### config.mk
export PLATFORM = sky130hd
export DESIGN_NAME = uart_tx_frame_flat
export DESIGN_NICKNAME = d
export VERILOG_FILES = /design/src/rtl/uart_tx_frame_pkg.sv /design/src/rtl/uart_tx_frame_if.sv /design/src/rtl/uart_parity_gen.sv /design/src/rtl/uart_tx_frame.sv /design/src/flat_wrapper.sv
export SDC_FILE = /design/constraint.sdc
export NUM_CORES = 1
export LEC_CHECK = 0
export CORE_MARGIN = 3
export CORE_UTILIZATION = 62
export DETAILED_ROUTE_END_ITERATION = 7
export PLACE_DENSITY = 0.95
export RECOVER_POWER = 25
export SLEW_MARGIN = 25
export SYNTH_ARGS = -nofsm -noshare
export SYNTH_HDL_FRONTEND = slang
export SYNTH_SLANG_ARGS = --single-unit
### constraint.sdc
create_clock -name baud_clk -period 2.5 [get_ports baud_clk]
set_input_delay 0.5 -clock baud_clk [delete_from_list [all_inputs] [get_ports baud_clk]]
set_output_delay 0.5 -clock baud_clk [all_outputs]
set_load 0.01 [all_outputs]
### src/rtl/uart_tx_frame_pkg.sv
// Shared UART definitions: FSM state encoding, parity mode codes, default sizes.
// Latency: n/a (types and constants only).
// Backpressure: n/a.
// Contents: tx_state_t, PAR_* codes, UART_DATA_MAX / UART_BREAK_LEN defaults, has_parity().
package uart_tx_frame_pkg;

   localparam int UART_DATA_MAX  = 9;
   localparam int UART_BREAK_LEN = 13;

   typedef enum logic [2:0] {
      ST_IDLE   = 3'd0,
      ST_START  = 3'd1,
      ST_DATA   = 3'd2,
      ST_PARITY = 3'd3,
      ST_STOP1  = 3'd4,
      ST_STOP2  = 3'd5,
      ST_BREAK  = 3'd6
   } tx_state_t;

   // Parity mode codes; 5..7 behave as PAR_NONE.
   localparam logic [2:0] PAR_NONE  = 3'd0;
   localparam logic [2:0] PAR_EVEN  = 3'd1;
   localparam logic [2:0] PAR_ODD   = 3'd2;
   localparam logic [2:0] PAR_MARK  = 3'd3;
   localparam logic [2:0] PAR_SPACE = 3'd4;

   function automatic logic has_parity(input logic [2:0] mode);
      return (mode >= PAR_EVEN) && (mode <= PAR_SPACE);
   endfunction

endpackage

### src/rtl/uart_tx_frame_if.sv
// Frame request bus between a TX byte source and the UART frame serialiser.
// Latency: n/a (wires only).
// Backpressure: source holds in_valid and payload/config until in_ready is seen at a clock edge.
// Signals: in_valid/in_ready handshake, in_data payload, cfg_* per-frame format, send_break.
interface uart_tx_frame_if #(
   parameter int DATA_MAX = 9
);
   logic                in_valid;
   logic                in_ready;
   logic [DATA_MAX-1:0] in_data;
   logic [4:0]          cfg_len;
   logic [2:0]          cfg_parity;
   logic                cfg_stop2;
   logic                cfg_msb_first;
   logic                send_break;

   modport master (
      output in_valid, in_data, cfg_len, cfg_parity, cfg_stop2, cfg_msb_first, send_break,
      input  in_ready
   );

   modport slave (
      input  in_valid, in_data, cfg_len, cfg_parity, cfg_stop2, cfg_msb_first, send_break,
      output in_ready
   );
endinterface

### src/rtl/uart_parity_gen.sv
// UART parity over the low len bits of data, for both transmitter and receiver checker.
// Latency: combinational.
// Backpressure: none.
// Ports: data[W], len (number of used bits), mode (PAR_* code) -> par.
module uart_parity_gen
   import uart_tx_frame_pkg::*;
#(
   parameter int W = UART_DATA_MAX
) (
   input  logic [W-1:0] data,
   input  logic [4:0]   len,
   input  logic [2:0]   mode,
   output logic         par
);

   logic x;

   always_comb begin
      x = 1'b0;
      // Bits at or above len are payload padding and must not affect parity.
      for (int k = 0; k < W; k++) begin
         if (k < int'(len)) begin
            x = x ^ data[k];
         end
      end

      par = 1'b0;
      case (mode)
         PAR_EVEN: par = x;
         PAR_ODD:  par = ~x;
         PAR_MARK: par = 1'b1;
         default:  par = 1'b0;
      endcase
   end

endmodule

### src/rtl/uart_tx_frame.sv
// UART frame serialiser: start, 5..DATA_MAX data bits, optional parity, 1/2 stop bits, breaks.
// Latency: tx shows the start bit in the cycle after the accepting edge; one bit per baud_clk.
// Backpressure: in_ready only in IDLE or the final stop bit; send_break pre-empts in_valid there.
// Ports: baud_clk, arst_n, bus (slave: request handshake + cfg), tx, busy, parity_bit, frame_done.
module uart_tx_frame
   import uart_tx_frame_pkg::*;
#(
   parameter int DATA_MAX  = UART_DATA_MAX,
   parameter int BREAK_LEN = UART_BREAK_LEN
) (
   input  logic             baud_clk,
   input  logic             arst_n,
   uart_tx_frame_if.slave   bus,
   output logic             tx,
   output logic             busy,
   output logic             parity_bit,
   output logic             frame_done
);

   localparam int CW = $clog2(DATA_MAX + 1);
   localparam int BW = $clog2(BREAK_LEN + 1);

   tx_state_t           state_q, state_d;
   logic                tx_q, tx_d;
   logic [CW-1:0]       bit_cnt_q, bit_cnt_d;
   logic [BW-1:0]       brk_cnt_q, brk_cnt_d;
   logic [DATA_MAX-1:0] shift_q, shift_d;
   logic [4:0]          len_q, len_d;
   logic                has_par_q, has_par_d;
   logic                stop2_q, stop2_d;
   logic                par_q, par_d;

   logic [4:0]          len_c;
   logic [DATA_MAX-1:0] ordered;
   logic                par_c;
   logic                last_stop;
   logic                rdy;
   logic                last_bit;
   logic                last_brk;

   // Clamp the requested length so no index can fall outside in_data.
   always_comb begin
      if (bus.cfg_len < 5'd5) begin
         len_c = 5'd5;
      end else if (bus.cfg_len > 5'(DATA_MAX)) begin
         len_c = 5'(DATA_MAX);
      end else begin
         len_c = bus.cfg_len;
      end
   end

   // Pre-order the payload at accept so DATA always shifts out bit 0;
   // MSB-first is a bit reversal of the used field, unused bits are zeroed.
   always_comb begin
      ordered = '0;
      for (int k = 0; k < DATA_MAX; k++) begin
         for (int j = 0; j < DATA_MAX; j++) begin
            if ((k < int'(len_c)) &&
                (j == (bus.cfg_msb_first ? (int'(len_c) - 1 - k) : k))) begin
               ordered[k] = bus.in_data[j];
            end
         end
      end
   end

   uart_parity_gen #(
      .W (DATA_MAX)
   ) u_parity (
      .data (bus.in_data),
      .len  (len_c),
      .mode (bus.cfg_parity),
      .par  (par_c)
   );

   assign last_stop = (state_q == ST_STOP2) || ((state_q == ST_STOP1) && !stop2_q);
   assign rdy       = (state_q == ST_IDLE) || last_stop;
   assign last_bit  = (5'(bit_cnt_q) == (len_q - 5'd1));
   assign last_brk  = (brk_cnt_q == BW'(BREAK_LEN - 1));

   always_comb begin
      state_d   = state_q;
      tx_d      = tx_q;
      bit_cnt_d = bit_cnt_q;
      brk_cnt_d = brk_cnt_q;
      shift_d   = shift_q;
      len_d     = len_q;
      has_par_d = has_par_q;
      stop2_d   = stop2_q;
      par_d     = par_q;

      if (rdy) begin
         // Idle or final stop bit: start a break, chain the next frame, or go idle.
         if (bus.send_break) begin
            state_d   = ST_BREAK;
            tx_d      = 1'b0;
            brk_cnt_d = '0;
            stop2_d   = 1'b0;   // a break always ends with a single stop bit
         end else if (bus.in_valid) begin
            state_d   = ST_START;
            tx_d      = 1'b0;
            shift_d   = ordered;
            len_d     = len_c;
            has_par_d = has_parity(bus.cfg_parity);
            stop2_d   = bus.cfg_stop2;
            par_d     = par_c;
         end else begin
            state_d   = ST_IDLE;
            tx_d      = 1'b1;
         end
      end else begin
         case (state_q)
            ST_START: begin
               state_d   = ST_DATA;
               tx_d      = shift_q[0];
               shift_d   = shift_q >> 1;
               bit_cnt_d = '0;
            end
            ST_DATA: begin
               if (last_bit) begin
                  state_d = has_par_q ? ST_PARITY : ST_STOP1;
                  tx_d    = has_par_q ? par_q : 1'b1;
               end else begin
                  bit_cnt_d = bit_cnt_q + CW'(1);
                  tx_d      = shift_q[0];
                  shift_d   = shift_q >> 1;
               end
            end
            ST_PARITY: begin
               state_d = ST_STOP1;
               tx_d    = 1'b1;
            end
            ST_STOP1: begin
               // Only reached with stop2 set; the single-stop case is handled by rdy.
               state_d = ST_STOP2;
               tx_d    = 1'b1;
            end
            ST_BREAK: begin
               if (last_brk) begin
                  state_d = ST_STOP1;
                  tx_d    = 1'b1;
               end else begin
                  brk_cnt_d = brk_cnt_q + BW'(1);
               end
            end
            default: begin
               state_d = ST_IDLE;
               tx_d    = 1'b1;
            end
         endcase
      end
   end

   always_ff @(posedge baud_clk or negedge arst_n) begin
      if (!arst_n) begin
         state_q   <= ST_IDLE;
         tx_q      <= 1'b1;
         bit_cnt_q <= '0;
         brk_cnt_q <= '0;
         shift_q   <= '0;
         len_q     <= '0;
         has_par_q <= 1'b0;
         stop2_q   <= 1'b0;
         par_q     <= 1'b0;
      end else begin
         state_q   <= state_d;
         tx_q      <= tx_d;
         bit_cnt_q <= bit_cnt_d;
         brk_cnt_q <= brk_cnt_d;
         shift_q   <= shift_d;
         len_q     <= len_d;
         has_par_q <= has_par_d;
         stop2_q   <= stop2_d;
         par_q     <= par_d;
      end
   end

   assign tx           = tx_q;
   assign busy         = (state_q != ST_IDLE);
   assign parity_bit   = par_q;
   assign frame_done   = last_stop;
   assign bus.in_ready = rdy;

endmodule

### src/flat_wrapper.sv
// flat-port wrapper written by rule: the top's interface ports become plain ports
module uart_tx_frame_flat import uart_tx_frame_pkg::*;
#(
   parameter int DATA_MAX  = UART_DATA_MAX,
   parameter int BREAK_LEN = UART_BREAK_LEN
)
  (baud_clk, arst_n, tx, busy, parity_bit, frame_done, bus_in_valid, bus_in_data, bus_cfg_len, bus_cfg_parity, bus_cfg_stop2, bus_cfg_msb_first, bus_send_break, bus_in_ready);
  uart_tx_frame_if #(.DATA_MAX(DATA_MAX)) bus_i ();
  input  logic baud_clk;
  input  logic arst_n;
  output logic tx;
  output logic busy;
  output logic parity_bit;
  output logic frame_done;
  input wire logic [$bits(bus_i.in_valid)-1:0] bus_in_valid;
  input wire logic [$bits(bus_i.in_data)-1:0] bus_in_data;
  input wire logic [$bits(bus_i.cfg_len)-1:0] bus_cfg_len;
  input wire logic [$bits(bus_i.cfg_parity)-1:0] bus_cfg_parity;
  input wire logic [$bits(bus_i.cfg_stop2)-1:0] bus_cfg_stop2;
  input wire logic [$bits(bus_i.cfg_msb_first)-1:0] bus_cfg_msb_first;
  input wire logic [$bits(bus_i.send_break)-1:0] bus_send_break;
  output wire logic [$bits(bus_i.in_ready)-1:0] bus_in_ready;
  assign bus_i.in_valid = bus_in_valid;
  assign bus_i.in_data = bus_in_data;
  assign bus_i.cfg_len = bus_cfg_len;
  assign bus_i.cfg_parity = bus_cfg_parity;
  assign bus_i.cfg_stop2 = bus_cfg_stop2;
  assign bus_i.cfg_msb_first = bus_cfg_msb_first;
  assign bus_i.send_break = bus_send_break;
  assign bus_in_ready = bus_i.in_ready;
  uart_tx_frame #(.DATA_MAX(DATA_MAX), .BREAK_LEN(BREAK_LEN)) u_core (.baud_clk(baud_clk), .arst_n(arst_n), .bus(bus_i), .tx(tx), .busy(busy), .parity_bit(parity_bit), .frame_done(frame_done));
endmodule
==> results.yml, run 1 <==
clock_tree:
  numClockSinks: 29
  cts_made_buffers: 5
  cts_resized: 97
  clock-root-buffer: "clkbuf_8"
  cts_hold_buf: 0
  clock_path_buffers: 2
  htree_levels: 2
  cts_setup_buffers: 17
floorplan:
  die_x_um: 89.9
  start_util_pct: 66.2
  rows: 29
  fp.dieH_um: 89.9
  ioPinCount: 28
logic_synthesis:
  ys_warn_count: 0
  ys_seq_area_share_pct: 16.6
  syn_avg_cell_area_sq_um: 8.02
  synth_cell_type_count: 85
  synth_flop_cell: "dfrtp_1"
  syn_area_sq_mm: 0.00437
  synth-edff-count: 0
  synth-seq-cells: 29
  synthCells: 545
  async_flop_share_pct: 100
status:
  outcome: "stopped before the end"
  stop_stage: "clock tree synthesis"
  error: "[ERROR DPL-0033] detailed placement checks failed during check placement."
place:
  numPortBuffers: 27
  place.gp.congestion: 1.04
  hpwlAfterDp_um: 14000
[synth_stat cells (6+ instances only)]
cell	instances	area (sq um)
nand4_1	11	68.8
nand2b_1	7	43.8
xnor2_1	13	114
xor2_1	6	52.6
a21oi_1	27	135
nor3_1	9	45.0
mux2i_1	11	110
inv_1	21	78.8
o21ai_0	41	205
dfrtp_1	28	701
nor2b_1	7	43.8
o22ai_1	6	37.5
a22o_1	7	61.3
clkbuf_1	21	78.8
ha_1	69	863
nand2_1	57	214
nand3_1	20	100
a31oi_1	6	37.5
nor2_1	38	143
a211oi_1	6	45.0
nand4b_1	6	52.6
[stage by stage]
step / instance area [sq um] / setup slack (ns) / util, % / hold WS [ns] / std cells
3_3_place_gp: 5900 / -1.90 / 89.4 / 0.465 / 764
3_5_place_dp: 5900 / -2.24 / 89.4 / 0.489 / 764
2_1_floorplan: 4800 / -1.52 / - / 0.204 / 546
[cell families after synthesis]
logic type / synth area share [%]
muxes: 4.41
DFF: 16.6
AOI/OAI and AO/OA: 25.2
and+or+nand+nor: 23.7
other: 0.0858
buffers and inverters: 5.27
adders and majority gates: 19.8
xor gates and xnor gates: 4.95
==> run 2: changes to the inputs <==
--- a/config.mk
+++ b/config.mk
@@ -6,9 +6,9 @@
 export NUM_CORES = 1
 export LEC_CHECK = 0
 export CORE_MARGIN = 3
-export CORE_UTILIZATION = 62
+export CORE_UTILIZATION = 40
 export DETAILED_ROUTE_END_ITERATION = 7
-export PLACE_DENSITY = 0.95
+export PLACE_DENSITY_LB_ADDON = 0.15
 export RECOVER_POWER = 25
 export SLEW_MARGIN = 25
 export SYNTH_ARGS = -nofsm -noshare
==> run 2 against run 1 <==
The flow now finishes, with violations (capacitance limit, slew limit, setup timing). Area after synthesis unchanged. Synthesized cell count unchanged.
==> results.yml, run 2 <==
global_routing:
  overflow: 0
  grt_usage_pct: 24.5
  antenna_found_initial: 0
  grt_pass1_vias: 4923
  grt_max_degree: 30
  grt_pass1_wl_um: 24800
logic_synthesis:
  syn_avg_cell_area_sq_um: 8.02
  ys_warn_count: 0
  synthTopCellsByArea: "ha_1, dfrtp_1, nand2_1"
  synth_flop_cell: "dfrtp_1"
  yosysMostFrequentCell: "ha_1"
  synth_cell_type_count: 85
  synth_top_cell_area_share_pct: 19.8
  synthCells: 545
  syn_area_sq_mm: 0.00437
  netlist_top_cells_count: "ha_1, nand2_1, o21ai_0"
  synth-edff-count: 0
  synth-seq-cells: 29
  ys_seq_area_share_pct: 16.6
  yosysTopAreaCell: "ha_1"
  async_flop_share_pct: 100
timing:
  post-route-period-util_pct: 152
  fin_crit_ns: 3.80
  hold_viol_final: 0
  skew_ns: 0.00627
  fin_ws_ns: -1.30
  setup_viol: 10
  slew_violations: 30
  grt_setup_unrepaired: "true"
  fmax_mhz: 263
  worst_slew_pin_slew_ns: 1.60
  slew_headroom_pct: -6.88
worst_hold_path:
  whs_path_depth: 2
  hp-class: "reg2reg"
routing:
  wl_per_cell_um: 18.7
  num_vias: 4982
  first_pass_iters: 5
  wirelength_um: 15700
  drc_errors: 0
  viasPerCell: 5.94
  dr.first_iter.drc_count: 471
  detail-route-antenna-nets: 0
clock_tree:
  clock_path_buffers: 2
  cts_made_buffers: 5
  htree_levels: 2
  numClockSinks: 29
  clkTransAtPathRegs_ns: 0.07
  cts_hold_buf: 0
  clock_latency_ns: 0.28
  cts_tree: "done"
  clock-root-buffer: "clkbuf_8"
finish:
  antenna_cells: 0
  fin_cells: 839
  largest_register: "u_core.shift_q"
  reg_top3: "u_core.shift_q x9, u_core.len_q x5"
  drive_gt1_share_pct: 39.4
  multi_input_area_sq_mm: 0.00408
  seq_area_sq_um: 727
  final_cell_mix: "buf_4, nand2_1, ha_1, nor2_1, dfrtp_1"
  mostFrequentLayoutCell: "buf_4"
  nFillCells: 885
  area_delta_synth_final_pct: 53.2
  fin_area_sq_mm: 0.00669
  final_nets: 794
  largest_reg_flops: 9
setup_path:
  crit_path_start: "bus_cfg_len[3]"
  path_class: "in2reg"
  rr_startpoint: "u_core.len_q[0]"
  endpoint_kind: "flip-flop"
  reg2reg_depth: 10
  timing.rr.end: "u_core.shift_q[3]"
  ff2ff_setup_slack_ns: 0.21
  crit_arrival_ns: 4.01
  cp_max_fo: 5
  start_kind: "input port"
  cp-endpoint: "u_core.shift_q[7]"
  required_ns: 2.71
place:
  dpl-instance-area_sq_mm: 0.00596
  hpwlAfterDp_um: 11700
  place.gp.congestion: 0.958
  dp.cells: 806
  numPortBuffers: 27
pwr:
  ir_drop_v: 0.000498
  p_seq_share_pct: 24.3
  power_leakage_nw: 2.84
  power_per_cell_area_mw_per_mm2: 533
  internal-power_mw: 2.02
  switchingPower_mw: 1.54
  sw_frac_of_total_pct: 43.3
  p_total_mw: 3.57
  clkPwrFrac_pct: 10.6
  p_comb_share_pct: 65.2
floorplan:
  die_x_um: 111
  die-area_sq_mm: 0.0122
  rows: 37
  core_sq_mm: 0.0105
  ioPinCount: 28
  start_util_pct: 41.8
  fp.dieH_um: 111
status:
  outcome: "finished, violations left"
  violations: "capacitance limit, slew limit, setup timing"
flow_run:
  maxCapViolCount: 1
run 2: cell counts after synthesis:
Identical to the previous run, type by type.
run 2: per-stage QoR:
stage | utilization, % | hold WS (ns) | setup TNS, ns | worst slack [ns]
2_1_floorplan | - | 0.204 | -9.88 | -1.52
3_3_place_gp | 57.0 | 0.468 | -15.75 | -1.91
3_5_place_dp | 57.0 | 0.484 | -16.47 | -2.00
4_1_cts | 61.2 | 0.494 | -8.50 | -1.27
5_1_grt | 64.0 | 0.509 | -10.07 | -1.45
6_report | 64.0 | 0.495 | -8.67 | -1.30
run 2: cell families after synthesis:
| kind of cell | synth area share [%] |
|---|---|
| XOR/XNOR | 4.95 |
| AO/OA/AOI/OAI | 25.2 |
| adder cells (fa/ha/maj) | 19.8 |
| buffers and inverters | 5.27 |
| other | 0.0858 |
| multiplexers | 4.41 |
| AND/OR/NAND/NOR | 23.7 |
| flip-flops | 16.6 |
run 2: routing by layer:
metal	vias to the layer above	part of all wire [%]	global-route usage, %
met1	2367	42	31.2
met2	197	48	41.5
met5	-	0	0
met4	0	3.5	9.69
met3	51	6.1	3.67
li1	2367	-	-
run 2: area by class of cell:
class | count | area share (%)
Multi-Input combinational cell | 461 | 60.9
Tap cell | 136 | 2.54
Sequential cell | 29 | 10.9
Clock buffer | 6 | 1.08
Inverter | 25 | 1.93
Timing Repair Buffer | 180 | 22.5
Clock inverter | 2 | 0.150
run 2: repair_timing:
action                                 in CTS  in global routing
setup buffers                              17                 13
endpoints found under the hold margin       0                  0
gates cloned                                0                  0
setup endpoints to repair                  10                 11
pin swaps                                  54                 34
gates resized for setup                    82                 38
run 2: power groups by stage:
| stage | Clock (mW) | Combinational (mW) | Sequential, mW |
|---|---|---|---|
| 2_1_floorplan | 0 | 1.42 | 0.815 |
| 3_3_place_gp | 0 | 2.06 | 0.854 |
| 3_5_place_dp | 0 | 2.12 | 0.867 |
| 4_1_cts | 0.385 | 2.23 | 0.859 |
| 5_1_grt | 0.414 | 2.55 | 0.897 |
| 6_report | 0.376 | 2.32 | 0.865 |
run 2: critical path, cell delays in order:
cell,delay [ns]
buf_6,0.09
or2_4,0.28
inv_8,0.06
nand3_4,0.09
ha_4,0.20
nand2b_4,0.14
mux2_4,0.28
nand3_4,0.14
ha_4,0.18
nand4_1,0.12
buf_4,0.17
nand2_2,0.08
ha_4,0.12
nand4b_1,0.10
nor2_1,0.11
nand4_1,0.11
or4_4,0.55
a2111oi_4,0.39
nand4bb_1,0.14
a21oi_1,0.17
run 2: worst min-delay path by stage:
| stage | from | to |
|---|---|---|
| floorplan | arst_n | u_core.bit_cnt_q[0] |
| global placement | u_core.tx | u_core.tx |
| detailed placement | u_core.tx | u_core.tx |
| CTS | u_core.tx | u_core.tx |
| global route | u_core.tx | u_core.tx |
| finish | u_core.tx | u_core.tx |
No activity file was read; power rests on OpenSTA's default activity.
==> run 3: changes to the inputs <==
--- a/config.mk
+++ b/config.mk
@@ -5,7 +5,6 @@
 export SDC_FILE = /design/constraint.sdc
 export NUM_CORES = 1
 export LEC_CHECK = 0
-export CORE_MARGIN = 3
 export CORE_UTILIZATION = 40
 export DETAILED_ROUTE_END_ITERATION = 7
 export PLACE_DENSITY_LB_ADDON = 0.15
==> run 3 against run 2 <==
The flow still finishes with violations (capacitance limit, slew limit, setup timing). Clock skew is 0.00064 ns lower. Largest cell class unchanged. Hold slack lost 0.0077 ns. Clock power is 32% higher. Register-to-register slack improved by 0.02 ns. Non-clock buffer count decreased by 7. Cell count decreased by 0.83%. Die area down 7.1%. Sequential power about the same. Sequential cell count unchanged. Highest routed layer unchanged. Worst setup slack gained 0.033 ns.
==> results.yml, run 3 (synthesis results as in run 2) <==
status:
  outcome: "finished, violations left"
  violations: "capacitance limit, slew limit, setup timing"
setup_path:
  slowest_delay_ns: 0.56
  endpoint_kind: "flip-flop"
  worstPathCellList: "buf_6 > or2_4 > inv_8 > nand3_4 > ha_4 > nand2b_4 > mux2_4 > nand3_4 > ha_4 > ha_4 > buf_6 > nand2_1 > ha_1 > nor2_1 > nand4_1 > or4_4 > a2111oi_4 > nand4bb_1 > a21oi_1"
  timing.rr.end: "u_core.shift_q[3]"
  crit_top_cell: "ha_4"
  cp_top_family: "simple AND/OR/NAND/NOR gates"
  crit_arrival_ns: 3.99
  reg2reg_depth: 10
  cp_slowest_cell: "or4_4"
  cp_max_fo: 4
  rr_startpoint: "u_core.len_q[0]"
  path_class: "in2reg"
  crit_buf_inv: 3
  start_kind: "input port"
  ff2ff_setup_slack_ns: 0.23
  required_ns: 2.71
place:
  place.gp.congestion: 0.987
  hpwlAfterDp_um: 12200
  dpl-instance-area_sq_mm: 0.00598
  numPortBuffers: 27
finish:
  largest_reg_flops: 9
  largest_register: "u_core.shift_q"
  mostFrequentLayoutCell: "buf_4"
  antenna_cells: 0
  final_cell_mix: "buf_4, nand2_1, ha_1, nor2_1"
  fin_area_sq_mm: 0.00668
  reg_top3: "u_core.shift_q x9, u_core.len_q x5"
  final_nets: 787
  drive_gt1_share_pct: 38.6
  area_delta_synth_final_pct: 52.8
global_routing:
  antenna_found_initial: 0
  grt_usage_pct: 27.6
  overflow: 0
  grt_pass1_vias: 4842
  grt_pass1_wl_um: 24500
  grt_max_degree: 30
pwr:
  p_total_mw: 3.72
  power_per_cell_area_mw_per_mm2: 557
  ir_drop_v: 0.000589
  power_leakage_nw: 2.81
worst_hold_path:
  min_from: "u_core.tx"
  hp-class: "reg2reg"
  whs_path_depth: 2
  hold_end: "u_core.tx"
clock_tree:
  clkTransAtPathRegs_ns: 0.06
  clock_path_buffers: 2
  htree_levels: 2
  cts_made_buffers: 5
  numClockSinks: 29
  cts_tree: "done"
  clock_latency_ns: 0.29
  clock-root-buffer: "clkbuf_8"
timing:
  fin_ws_ns: -1.27
  tns_ns: -8.65
  fmax_mhz: 265
  post-route-period-util_pct: 151
  skew_ns: 0.00562
  holdWs_ns: 0.487
  hold_viol_final: 0
  slew_violations: 30
  grt_setup_unrepaired: "true"
  fin_crit_ns: 3.77
  worst_slew_pin_slew_ns: 1.57
  slew_headroom_pct: -4.39
  setup_viol: 10
floorplan:
  core_sq_mm: 0.0105
  die-area_sq_mm: 0.0113
  fp.dieH_um: 107
  rows: 37
  die_x_um: 107
  start_util_pct: 41.8
  ioPinCount: 28
routing:
  num_vias: 4931
  wl_per_cell_um: 18.8
  first_pass_iters: 5
  viasPerCell: 5.93
  drc_errors: 0
  dr.first_iter.drc_count: 345
  detail-route-antenna-nets: 0
  wirelength_um: 15700
flow_run:
  maxCapViolCount: 1
run 3: timing repair:
action,CTS,global route
buffers inserted,6,9
pin swaps,37,34
resized for setup,64,57
hold buffers,0,0
endpoints found under the setup margin,10,11
gates cloned,0,0
run 3: power breakdown:
| part | switching [mW] | internal (mW) |
|---|---|---|
| clock network | 0.197 | 0.298 |
| logic | 1.20 | 1.16 |
| registers | 0.188 | 0.680 |
| total | 1.58 | 2.14 |
run 3: worst max-delay path by stage:
| stage | startpoint | endpoint | slack [ns] | depth (start not counted) |
|---|---|---|---|---|
| final | bus_cfg_len[4] | u_core.shift_q[7] | -1.27 | 19 |
| after global routing | bus_cfg_len[4] | u_core.shift_q[7] | -1.40 | 19 |
| after CTS | bus_cfg_len[4] | u_core.shift_q[7] | -1.23 | 19 |
| after detailed placement | bus_cfg_len[3] | u_core.shift_q[3] | -1.98 | 22 |
| after global placement | bus_cfg_len[3] | u_core.shift_q[5] | -1.92 | 19 |
| after floorplan | bus_cfg_len[3] | u_core.shift_q[7] | -1.52 | 19 |
run 3: final cells by class:
| type | instances | area [sq um] |
|---|---|---|
| clock buffer | 5 | 68.8 |
| sequential | 29 | 727 |
| timing repair buffer | 173 | 1460 |
| clock inverter | 3 | 46.3 |
| tap | 136 | 170 |
| fill | 903 | 3790 |
| inverter | 25 | 125 |
| multi-input combinational | 461 | 4080 |
run 3: stage by stage:
stage | utilization [%] | setup slack [ns] | instances
after floorplan | - | -1.52 | 546
after global placement | 57.2 | -1.92 | 809
after detailed placement | 57.2 | -1.98 | 809
after CTS | 60.5 | -1.23 | 823
after global routing | 63.8 | -1.40 | 832
final | 63.8 | -1.27 | 832
run 3: per-layer routing:
| layer | track usage, % | wire, um |
|---|---|---|
| met5 | 0 | 0 |
| met4 | 11.2 | 479 |
| met3 | 2.82 | 832 |
| met2 | 46.6 | 7510 |
| met1 | 36.0 | 6830 |
run 3: worst min-delay path: cells and delay by family, from the launching register on:
family	cells	cell delay (ns)
flip-flops	1	0.37
AO/OA/AOI/OAI	1	0.07
AND/OR/NAND/NOR	1	0.05
==> run 4: changes to the inputs <==
--- a/config.mk
+++ b/config.mk
@@ -7,6 +7,7 @@
 export LEC_CHECK = 0
 export CORE_UTILIZATION = 40
 export DETAILED_ROUTE_END_ITERATION = 7
+export GPL_TIMING_DRIVEN = 0
 export PLACE_DENSITY_LB_ADDON = 0.15
 export RECOVER_POWER = 25
 export SLEW_MARGIN = 25
==> run 4 against run 3 <==
The run still ends with capacitance limit, slew limit, setup timing left. Design area down 1.8%. Fmax down 7.8%. Clock skew up 0.0017 ns. Die area unchanged. Cell count down 4.4%. Sequential power down 0.8%. Critical path depth up 3. Combinational power down 3%. Clock power down 19%. Via count up 0.28%. Sequential cell count unchanged.
==> results.yml, run 4 (synthesis results as in run 2) <==
routing:
  viasPerCell: 6.22
  drc_errors: 0
  first_pass_iters: 5
  dr.first_iter.drc_count: 412
  wl_per_cell_um: 20.4
  detail-route-antenna-nets: 0
  num_vias: 4945
  wirelength_um: 16200
global_routing:
  overflow: 0
  busiest_layer: "met2"
  met2_usage_pct: 48.5
  gr-usage-met1_pct: 38.9
  grt_pass1_wl_um: 25900
  grt_pass1_vias: 4824
  antenna_found_initial: 0
  grt_max_degree: 30
  grt_use_met3_pct: 2.88
  grt_usage_pct: 29.1
finish:
  reg_top3: "u_core.shift_q x9, u_core.len_q x5"
  drive_gt1_share_pct: 34.9
  final_cell_mix: "buf_4, ha_1, nand2_1, nor2_1, dfrtp_1"
  antenna_cells: 0
  area_delta_synth_final_pct: 50.1
  largest_reg_flops: 9
  utilization_pct: 62.7
  largest_register: "u_core.shift_q"
  final_nets: 750
  mostFrequentLayoutCell: "buf_4"
  nFillCells: 895
clock_tree:
  cts_hold_buf: 0
  clock_latency_ns: 0.29
  clock-root-buffer: "clkbuf_8"
  clkTransAtPathRegs_ns: 0.07
  clock_path_buffers: 2
  cts_made_buffers: 5
  numClockSinks: 29
  htree_levels: 2
  cts_tree: "done"
setup_path:
  endpoint_kind: "flip-flop"
  worstPathCellList: "buf_8 > or2_1 > buf_6 > inv_8 > nand3_4 > ha_4 > nand2b_4 > mux2_4 > nand3_4 > buf_12 > ha_4 > buf_6 > nand4_1 > nand2_1 > ha_1 > nand4b_1 > nor2_1 > nand4_1 > or4_4 > a2111oi_4 > nand4bb_1 > a21oi_2"
  crit_buf_inv: 5
  cp_slowest_cell: "or4_4"
  path_class: "in2reg"
  crit_arrival_ns: 4.31
  cp_max_fo: 5
  slowest_delay_ns: 0.48
  start_kind: "input port"
  cp_top_family: "simple AND/OR/NAND/NOR gates"
  required_ns: 2.72
floorplan:
  start_util_pct: 41.8
  ioPinCount: 28
  die-area_sq_mm: 0.0113
  die_x_um: 107
  fp.dieH_um: 107
  rows: 37
  core_sq_mm: 0.0105
timing:
  skew_ns: 0.00730
  fin_crit_ns: 4.09
  post-route-period-util_pct: 164
  hold_viol_final: 0
  fin_ws_ns: -1.59
  tns_ns: -11.11
  grt_setup_unrepaired: "true"
  worst_slew_pin_slew_ns: 1.54
  setup_viol: 10
  slew_headroom_pct: -2.86
  fmax_mhz: 245
  slew_violations: 30
pwr:
  ir_drop_v: 0.000446
  switchingPower_mw: 1.56
  power_per_cell_area_mw_per_mm2: 538
  clkPwrFrac_pct: 11.3
  power_leakage_nw: 2.68
  p_comb_share_pct: 64.3
  p_total_mw: 3.53
  sw_frac_of_total_pct: 44.3
  p_seq_share_pct: 24.4
  internal-power_mw: 1.97
place:
  place.gp.congestion: 1.01
  dp_slack_ns: -2.89
  hpwlAfterDp_um: 10700
  numPortBuffers: 24
status:
  outcome: "finished, violations left"
  violations: "capacitance limit, slew limit, setup timing"
flow_run:
  maxCapViolCount: 1
worst_hold_path:
  hp-class: "reg2reg"
-- run 4: cell types whose count changed in the layout (fill, tap and decap cells not counted), moves of 3 or more --
cell | before | now
buf_12 | 2 | 9
clkbuf_1 | 1 | 12
buf_6 | 21 | 17
buf_4 | 123 | 62
clkbuf_16 | 0 | 3
clkbuf_8 | 5 | 8
o21ai_2 | 4 | 7
buf_8 | 1 | 7
clkdlybuf4s50_1 | 21 | 18
nor2_1 | 32 | 35
-- run 4: worst min-delay path: cells and delay by family (launching register included) --
kind	cells	cell delay, ns
flip-flops	1	0.37
AO/OA/AOI/OAI	1	0.08
AND/OR/NAND/NOR	1	0.04
-- run 4: final cells by class --
| type | count | area (sq um) | share of cell area, % |
|---|---|---|---|
| buffer | 28 | 305 | 4.66 |
| multi-input combinational | 463 | 4130 | 63.0 |
| clock buffer | 5 | 68.8 | 1.05 |
| clock inverter | 3 | 22.5 | 0.343 |
| timing repair buffer | 106 | 996 | 15.2 |
| inverter | 25 | 138 | 2.10 |
| sequential | 29 | 727 | 11.1 |
| tap | 136 | 170 | 2.59 |
-- run 4: repair_timing --
item | CTS | global route
pin swaps | 64 | 46
gates cloned | 2 | 0
buffers inserted | 68 | 17
resized for setup | 119 | 52
setup endpoints to repair | 12 | 13
-- run 4: power groups by stage --
stage,clock (mW),sequential [mW],combinational (mW)
floorplan,0,0.815,1.42
global placement,0,0.845,1.88
detailed placement,0,0.852,1.93
CTS,0.404,0.844,2.16
global route,0.427,0.896,2.50
finish,0.399,0.861,2.27
-- run 4: final timing paths --
path / start / end / slack (ns) / depth (start not counted)
max in group asynchronous: arst_n / u_core.state_q[1] / 1.02 / 1
setup reg to reg: u_core.len_q[0] / u_core.shift_q[6] / 0.06 / 9
hold reg to reg: u_core.tx / u_core.tx / 0.49 / 2
hold / removal: u_core.tx / u_core.tx / 0.49 / 2
min in group asynchronous: arst_n / u_core.state_q[0] / 0.58 / 1
setup / recovery: bus_cfg_len[4] / u_core.shift_q[7] / -1.59 / 22
-- run 4: metal layers --
layer / share of wire [%] / vias up
met1: 43 / 2372
met5: 0 / -
li1: - / 2277
met4: 4.1 / 0
met2: 47 / 239
met3: 6.3 / 57
-- run 4: through the flow --
step / instances / area, sq um / hold slack [ns]
after floorplan: 546 / 4800 / 0.204
after global placement: 706 / 5210 / 0.467
after detailed placement: 706 / 5200 / 0.494
after CTS: 781 / 6210 / 0.256
after global routing: 795 / 6560 / 0.535
final: 795 / 6560 / 0.495
